<file path="config.mk">
export PLATFORM = sky130hd
export DESIGN_NAME = mem_image_loader_flat
export DESIGN_NICKNAME = d
export VERILOG_FILES = /design/src/rtl/mem_image_loader_if.sv /design/src/rtl/mem_image_loader.sv /design/src/flat_wrapper.sv
export SDC_FILE = /design/constraint.sdc
export NUM_CORES = 1
export LEC_CHECK = 0
export BUFFER_PORTS_ARGS = -buffer_cell sky130_fd_sc_hd__buf_2
export CAP_MARGIN = 20
export CORE_UTILIZATION = 57
export CTS_CLUSTER_DIAMETER = 50
export CTS_CLUSTER_SIZE = 10
export DETAILED_ROUTE_END_ITERATION = 6
export GPL_TIMING_DRIVEN = 1
export HOLD_SLACK_MARGIN = 0.15
export PLACE_DENSITY = 0.81
export SLEW_MARGIN = 40
export SYNTH_ARGS = -nofsm -noshare
export SYNTH_HDL_FRONTEND = slang
export SYNTH_SLANG_ARGS = --single-unit
</file>
<file path="constraint.sdc">
create_clock -name clk_i -period 3.9 [get_ports clk_i]
set_input_delay 0 -clock clk_i [delete_from_list [all_inputs] [get_ports clk_i]]
set_output_delay 0 -clock clk_i [all_outputs]
set_load 0.005 [all_outputs]
</file>
<file path="src/rtl/mem_image_loader_if.sv">
// Stream, memory-write and status signals of the boot image loader.
// The loader takes the slave view. The environment (source, memories, CPU) takes the master view.
interface mem_image_loader_if #(
    parameter int ADDR_W = 10
);
    logic              s_valid_i;
    logic [31:0]       s_data_i;
    logic              s_ready_o;
    logic              im_we_o;
    logic [ADDR_W-1:0] im_addr_o;
    logic [7:0]        im_data_o;
    logic              dm_we_o;
    logic [ADDR_W-1:0] dm_addr_o;
    logic [7:0]        dm_data_o;
    logic [31:0]       pc_init_o;
    logic              pc_load_o;
    logic [31:0]       sp_init_o;
    logic              sp_load_o;
    logic              done_o;
    logic              err_o;
    logic [3:0]        dbg_state_o;

    modport slave (
        input  s_valid_i, s_data_i,
        output s_ready_o, im_we_o, im_addr_o, im_data_o,
               dm_we_o, dm_addr_o, dm_data_o,
               pc_init_o, pc_load_o, sp_init_o, sp_load_o,
               done_o, err_o, dbg_state_o
    );

    modport master (
        output s_valid_i, s_data_i,
        input  s_ready_o, im_we_o, im_addr_o, im_data_o,
               dm_we_o, dm_addr_o, dm_data_o,
               pc_init_o, pc_load_o, sp_init_o, sp_load_o,
               done_o, err_o, dbg_state_o
    );
endinterface

</file>
<file path="src/rtl/mem_image_loader.sv">
// Boot loader: streams an instruction image then a data image into byte-wide memories,
// zero-fills the rest of data memory, then releases the CPU with done_o.
// Stream handshake: a word transfers on a rising edge where s_valid_i and s_ready_o are both 1.
module mem_image_loader #(
    parameter int ADDR_W    = 10,
    parameter int MAX_WORDS = 256
) (
    input  logic                clk_i,
    input  logic                rst_i,
    mem_image_loader_if.slave   io_bus
);
    localparam int          CNT_W     = $clog2(MAX_WORDS + 1);
    localparam logic [34:0] MEM_BYTES = 35'(1) << ADDR_W;

    typedef enum logic [3:0] {
        S_I_PC, S_I_CNT, S_I_WORD, S_I_BYTE,
        S_D_SP, S_D_CNT, S_D_WORD, S_D_BYTE,
        S_D_FILL, S_DONE, S_ERR
    } state_t;

    state_t            r_state, w_next;
    logic [31:0]       r_pc, r_sp, r_word;
    logic [ADDR_W-1:0] r_base, r_fill;
    logic [CNT_W-1:0]  r_cnt, r_k;
    logic [1:0]        r_b;
    logic              r_pc_load, r_sp_load;

    logic              w_ready, w_xfer;
    logic [34:0]       w_cnt_wide, w_cnt_bytes, w_pc_end;
    logic              w_cnt_big, w_i_bad, w_d_bad;
    logic [CNT_W-1:0]  w_k_next;
    logic              w_last_byte, w_more, w_skip_fill;
    logic [ADDR_W-1:0] w_off, w_fill_start;
    logic [7:0]        w_be_byte, w_le_byte;

    // Ready is forced low while reset is held so no output is active during reset.
    assign w_ready = rst_i & (r_state inside {S_I_PC, S_I_CNT, S_I_WORD,
                                              S_D_SP, S_D_CNT, S_D_WORD});
    assign w_xfer  = io_bus.s_valid_i & w_ready;

    // Range checks are done wide enough that PC + 4N can never wrap.
    assign w_cnt_wide  = {3'b000, io_bus.s_data_i};
    assign w_cnt_bytes = w_cnt_wide << 2;
    assign w_pc_end    = {3'b000, r_pc} + w_cnt_bytes;
    assign w_cnt_big   = w_cnt_wide > 35'(MAX_WORDS);
    assign w_i_bad     = w_cnt_big | (w_pc_end > MEM_BYTES);
    assign w_d_bad     = w_cnt_big | (w_cnt_bytes > MEM_BYTES);

    assign w_k_next     = r_k + CNT_W'(1);
    assign w_last_byte  = (r_b == 2'd3);
    assign w_more       = (w_k_next < r_cnt);
    assign w_off        = ADDR_W'({r_k, r_b});
    assign w_fill_start = ADDR_W'({r_cnt, 2'b00});
    assign w_skip_fill  = (35'({r_cnt, 2'b00}) == MEM_BYTES);
    assign w_be_byte    = 8'(r_word >> (5'd24 - {r_b, 3'b000}));
    assign w_le_byte    = 8'(r_word >> {r_b, 3'b000});

    always_ff @(posedge clk_i) begin
        if (!rst_i) r_state <= S_I_PC;
        else        r_state <= w_next;
    end

    always_comb begin
        w_next           = r_state;
        io_bus.im_we_o   = 1'b0;
        io_bus.im_addr_o = '0;
        io_bus.im_data_o = '0;
        io_bus.dm_we_o   = 1'b0;
        io_bus.dm_addr_o = '0;
        io_bus.dm_data_o = '0;
        case (r_state)
            S_I_PC:   if (w_xfer) w_next = S_I_CNT;
            S_I_CNT: begin
                if (w_xfer) begin
                    if (w_i_bad)                    w_next = S_ERR;
                    else if (io_bus.s_data_i == '0) w_next = S_D_SP;
                    else                            w_next = S_I_WORD;
                end
            end
            S_I_WORD: if (w_xfer) w_next = S_I_BYTE;
            S_I_BYTE: begin
                io_bus.im_we_o   = 1'b1;
                io_bus.im_addr_o = r_base + w_off;
                io_bus.im_data_o = w_be_byte;
                if (w_last_byte) w_next = w_more ? S_I_WORD : S_D_SP;
            end
            S_D_SP:   if (w_xfer) w_next = S_D_CNT;
            S_D_CNT: begin
                if (w_xfer) begin
                    if (w_d_bad)                    w_next = S_ERR;
                    else if (io_bus.s_data_i == '0) w_next = S_D_FILL;
                    else                            w_next = S_D_WORD;
                end
            end
            S_D_WORD: if (w_xfer) w_next = S_D_BYTE;
            S_D_BYTE: begin
                io_bus.dm_we_o   = 1'b1;
                io_bus.dm_addr_o = w_off;
                io_bus.dm_data_o = w_le_byte;
                if (w_last_byte) begin
                    if (w_more)           w_next = S_D_WORD;
                    else if (w_skip_fill) w_next = S_DONE;
                    else                  w_next = S_D_FILL;
                end
            end
            S_D_FILL: begin
                io_bus.dm_we_o   = 1'b1;
                io_bus.dm_addr_o = r_fill;
                if (r_fill == '1) w_next = S_DONE;
            end
            default: w_next = r_state;
        endcase
    end

    always_ff @(posedge clk_i) begin
        if (!rst_i) begin
            r_pc      <= '0;
            r_sp      <= '0;
            r_word    <= '0;
            r_base    <= '0;
            r_fill    <= '0;
            r_cnt     <= '0;
            r_k       <= '0;
            r_b       <= '0;
            r_pc_load <= 1'b0;
            r_sp_load <= 1'b0;
        end else begin
            r_pc_load <= 1'b0;
            r_sp_load <= 1'b0;
            case (r_state)
                S_I_PC: if (w_xfer) begin
                    r_pc      <= io_bus.s_data_i;
                    r_base    <= io_bus.s_data_i[ADDR_W-1:0];
                    r_pc_load <= 1'b1;
                end
                S_I_CNT: if (w_xfer) begin
                    r_cnt <= CNT_W'(io_bus.s_data_i);
                    r_k   <= '0;
                end
                S_I_WORD, S_D_WORD: if (w_xfer) begin
                    r_word <= io_bus.s_data_i;
                    r_b    <= '0;
                end
                S_I_BYTE, S_D_BYTE: begin
                    r_b <= r_b + 2'd1;
                    if (w_last_byte) begin
                        r_k <= w_k_next;
                        if (!w_more) r_fill <= w_fill_start;
                    end
                end
                S_D_SP: if (w_xfer) begin
                    r_sp      <= io_bus.s_data_i;
                    r_sp_load <= 1'b1;
                end
                S_D_CNT: if (w_xfer) begin
                    r_cnt  <= CNT_W'(io_bus.s_data_i);
                    r_k    <= '0;
                    r_fill <= '0;
                end
                S_D_FILL: r_fill <= r_fill + ADDR_W'(1);
                default: ;
            endcase
        end
    end

    assign io_bus.s_ready_o   = w_ready;
    assign io_bus.pc_init_o   = r_pc;
    assign io_bus.pc_load_o   = r_pc_load;
    assign io_bus.sp_init_o   = r_sp;
    assign io_bus.sp_load_o   = r_sp_load;
    assign io_bus.done_o      = (r_state == S_DONE);
    assign io_bus.err_o       = (r_state == S_ERR);
    assign io_bus.dbg_state_o = r_state;
endmodule

</file>
<file path="src/flat_wrapper.sv">
// flat-port wrapper written by rule: the top's interface ports become plain ports
module mem_image_loader_flat 
#(
    parameter int ADDR_W    = 10,
    parameter int MAX_WORDS = 256
)
  (clk_i, rst_i, io_bus_s_valid_i, io_bus_s_data_i, io_bus_s_ready_o, io_bus_im_we_o, io_bus_im_addr_o, io_bus_im_data_o, io_bus_dm_we_o, io_bus_dm_addr_o, io_bus_dm_data_o, io_bus_pc_init_o, io_bus_pc_load_o, io_bus_sp_init_o, io_bus_sp_load_o, io_bus_done_o, io_bus_err_o, io_bus_dbg_state_o);
  mem_image_loader_if #(.ADDR_W(ADDR_W)) io_bus_i ();
  input  logic clk_i;
  input  logic rst_i;
  input wire logic [$bits(io_bus_i.s_valid_i)-1:0] io_bus_s_valid_i;
  input wire logic [$bits(io_bus_i.s_data_i)-1:0] io_bus_s_data_i;
  output wire logic [$bits(io_bus_i.s_ready_o)-1:0] io_bus_s_ready_o;
  output wire logic [$bits(io_bus_i.im_we_o)-1:0] io_bus_im_we_o;
  output wire logic [$bits(io_bus_i.im_addr_o)-1:0] io_bus_im_addr_o;
  output wire logic [$bits(io_bus_i.im_data_o)-1:0] io_bus_im_data_o;
  output wire logic [$bits(io_bus_i.dm_we_o)-1:0] io_bus_dm_we_o;
  output wire logic [$bits(io_bus_i.dm_addr_o)-1:0] io_bus_dm_addr_o;
  output wire logic [$bits(io_bus_i.dm_data_o)-1:0] io_bus_dm_data_o;
  output wire logic [$bits(io_bus_i.pc_init_o)-1:0] io_bus_pc_init_o;
  output wire logic [$bits(io_bus_i.pc_load_o)-1:0] io_bus_pc_load_o;
  output wire logic [$bits(io_bus_i.sp_init_o)-1:0] io_bus_sp_init_o;
  output wire logic [$bits(io_bus_i.sp_load_o)-1:0] io_bus_sp_load_o;
  output wire logic [$bits(io_bus_i.done_o)-1:0] io_bus_done_o;
  output wire logic [$bits(io_bus_i.err_o)-1:0] io_bus_err_o;
  output wire logic [$bits(io_bus_i.dbg_state_o)-1:0] io_bus_dbg_state_o;
  assign io_bus_i.s_valid_i = io_bus_s_valid_i;
  assign io_bus_i.s_data_i = io_bus_s_data_i;
  assign io_bus_s_ready_o = io_bus_i.s_ready_o;
  assign io_bus_im_we_o = io_bus_i.im_we_o;
  assign io_bus_im_addr_o = io_bus_i.im_addr_o;
  assign io_bus_im_data_o = io_bus_i.im_data_o;
  assign io_bus_dm_we_o = io_bus_i.dm_we_o;
  assign io_bus_dm_addr_o = io_bus_i.dm_addr_o;
  assign io_bus_dm_data_o = io_bus_i.dm_data_o;
  assign io_bus_pc_init_o = io_bus_i.pc_init_o;
  assign io_bus_pc_load_o = io_bus_i.pc_load_o;
  assign io_bus_sp_init_o = io_bus_i.sp_init_o;
  assign io_bus_sp_load_o = io_bus_i.sp_load_o;
  assign io_bus_done_o = io_bus_i.done_o;
  assign io_bus_err_o = io_bus_i.err_o;
  assign io_bus_dbg_state_o = io_bus_i.dbg_state_o;
  mem_image_loader #(.ADDR_W(ADDR_W), .MAX_WORDS(MAX_WORDS)) u_core (.clk_i(clk_i), .rst_i(rst_i), .io_bus(io_bus_i));
endmodule
</file>
==> impl_metrics.toml <==
[sta]
finalSetupViolCount = 0
drv_slew = 0
period_needed_ns = 3.52
slew_headroom_pct = 44.1
hold_viol = 0
layout_worst_path_cycle_share_pct = 90.3
fmax_mhz = 284
final.setup.tns_ns = 0
rsz0062_at_grt = "false"
tightest_slew_ns = 0.829
fin_worst_skew_ns = 0.00842

[clocking]
ctsResizeCount = 0
insertion_delay_ns = 0.44
numCtsBuffers = 17
htree_levels = 4
cts.clk_slew.worst_paths_ns = 0.07
root_buffer = "clkbuf_16"
cts_hold_buf = 33
max-clock-path-buffers = 2
cts_tree = "yes"
cts_setup_buffers = 0
cts.sinks = 132

[global_route]
track_usage_pct = 36.7
antenna_found_initial = 0
grt_pass1_wl_um = 42600
overflow = 0
grt_pass1_vias = 8195
grt_start_max_net_pins = 96

[drt]
drtIter0Drc = 885
dr_wl_met3_um = 2580
ant_nets = 0
num_vias = 9013
wl_met2_um = 12200
via_per_inst = 6.19
drtPass1Iterations = 6
drt-total-wl_um = 27600
highest_layer = "met4"
wl_met1_um = 11300
detail_route.wl_per_cell_um = 18.9
route.detailed.drc = 0

[worst_setup_path]
arrival_ns = 3.84
cp_max_fo = 5
worstPathRequired_ns = 4.22
r2r_slack_ns = 0.38
worstSetupStartpointType = "flip-flop"
worstSetupPathType = "reg -> reg"
end_kind = "flip-flop"

[final_layout]
postLayoutCoreUtil_pct = 70.0
fillers = 1173
antenna_cells = 0
syn_to_final_growth_pct = 20.0
nNetsFinal = 1346
drive_gt1_share_pct = 18.9

[power_and_ir_drop]
leakage_nw = 4.21
peakVddDrop_uv = 376
p_per_area_mw_per_mm2 = 349

[synthesis]
synthArstFlopShare_pct = 0
synth_edf_count = 0
ys_top_cells_by_count = "254 x nand2_1, 172 x a21oi_1, 132 x dfxtp_1, 61 x nor2_1, 56 x clkbuf_1"
yosysSeqAreaShare_pct = 31.2
synth_top_area_share_pct = 31.2
synth_most_common_cell = "nand2_1"
synth_cell_type_count = 69
yosysTopAreaCell = "dfxtp_1"
syn_nets = 1209
ys_seq_elements = 132
postSynthCellCount = 1122
yosysWarnings = 0
synth_area_leaders = "dfxtp_1 31%, nand2_1 11%, a21oi_1 10%"
synth.avg_cell_area_sq_um = 7.56
syn-cell-area_sq_mm = 0.00848
ys.flop_type = "dfxtp_1"

[placement]
dpl.hpwl_um = 19200
numPortBuffers = 145
place_congestion = 1.05

[die]
dieArea_sq_mm = 0.0154
io_pins = 146
die_h_um = 124
num_rows = 44
core_sq_mm = 0.0145
die_width_um = 124
start_util_pct = 58.3

[hold_path]
hp-class = "in -> reg"

[status]
status = "finished clean"

[job]
max-cap-violations = 0
kinds of logic (layout without fill, tap and decap cells):
logic type               count (synthesis)  count (layout)  synth area share (%)
AO/OA/AOI/OAI                          317             317                  23.2
flip-flops                             132             132                  31.2
XOR/XNOR                                34              34                  3.51
multiplexers                            23              23                  5.12
buffers and inverters                  101             251                  4.72
AND/OR/NAND/NOR                        463             463                  24.5
adder cells (fa/ha/maj)                 52              52                  7.85
sequential cells by signal (all words and copies together), names as in the netlist:
signal / cells
u_core.r_cnt: 9
u_core.r_k: 9
u_core.io_bus.dbg_state_o: 4
u_core.r_b: 2
u_core.io_bus.pc_init_o: 23
u_core.io_bus.pc_load_o: 1
u_core.r_fill: 10
u_core.io_bus.sp_init_o: 32
u_core.r_base: 9
u_core.r_word: 32
u_core.io_bus.sp_load_o: 1
final timing paths:
| path | start | end | cells after the start |
|---|---|---|---|
| worst max-delay path | u_core.r_base[2] | u_core.io_bus.dbg_state_o[3] | 12 |
| worst min-delay path | io_bus_s_valid_i | u_core.r_cnt[7] | 5 |
| worst max register to register | u_core.r_base[2] | u_core.io_bus.dbg_state_o[3] | 12 |
| worst min register to register | u_core.io_bus.sp_init_o[5] | u_core.io_bus.sp_init_o[5] | 2 |
per-stage QoR:
stage          setup slack [ns]  instances  power (mW)  cell area, sq um  hold WS, ns
2_1_floorplan             0.616       1122        1.72              8480        0.136
3_3_place_gp              0.583       1391        1.87              9240        0.306
3_5_place_dp              0.408       1391        1.87              9240        0.314
4_1_cts                   0.391       1456        3.55             10200        0.195
5_1_grt                  0.0278       1456        3.67             10200        0.257
6_report                  0.376       1456        3.56             10200        0.238
area by class of cell:
type | instances | area (sq um) | share of cell area [%]
tap | 184 | 230 | 2.26
timing repair buffer | 190 | 1150 | 11.3
clock inverter | 14 | 165 | 1.62
sequential | 132 | 2640 | 26.0
multi-input combinational | 889 | 5440 | 53.4
clock buffer | 18 | 439 | 4.31
inverter | 29 | 110 | 1.08
report_power, final:
group / internal, mW / switching (mW)
Clock: 0.978 / 0.695
Sequential: 1.37 / 0.0245
Combinational: 0.184 / 0.306
Total: 2.53 / 1.03
critical path, stage by stage (launching register included):
cell	delay, ns
dfxtp_1	0.33
ha_1	0.23
fa_1	0.43
a211oi_2	0.39
o21ai_1	0.17
a31oi_1	0.39
a21oi_1	0.14
a2111oi_2	0.32
nand4b_1	0.19
a2111oi_2	0.30
nand2_1	0.14
nor4_1	0.28
o21ai_1	0.11
cell usage in the layout, fill, tap and decap left out, drive strengths merged, types with 33 or more instances in the layout:
| cell | n |
|---|---|
| buf | 157 |
| dfxtp | 132 |
| a21oi | 174 |
| nand3 | 36 |
| nor2 | 61 |
| dlygate4sd3 | 33 |
| inv | 35 |
| o21ai | 40 |
| nand2 | 254 |
| ha | 50 |
layer usage:
metal / track usage (%) / vias to the layer above
li1: - / 4274
met1: 46.4 / 4188
met2: 56.4 / 446
met3: 9.02 / 105
met4: 22.1 / 0
met5: 0 / -
(Power assumes the default switching activity.)
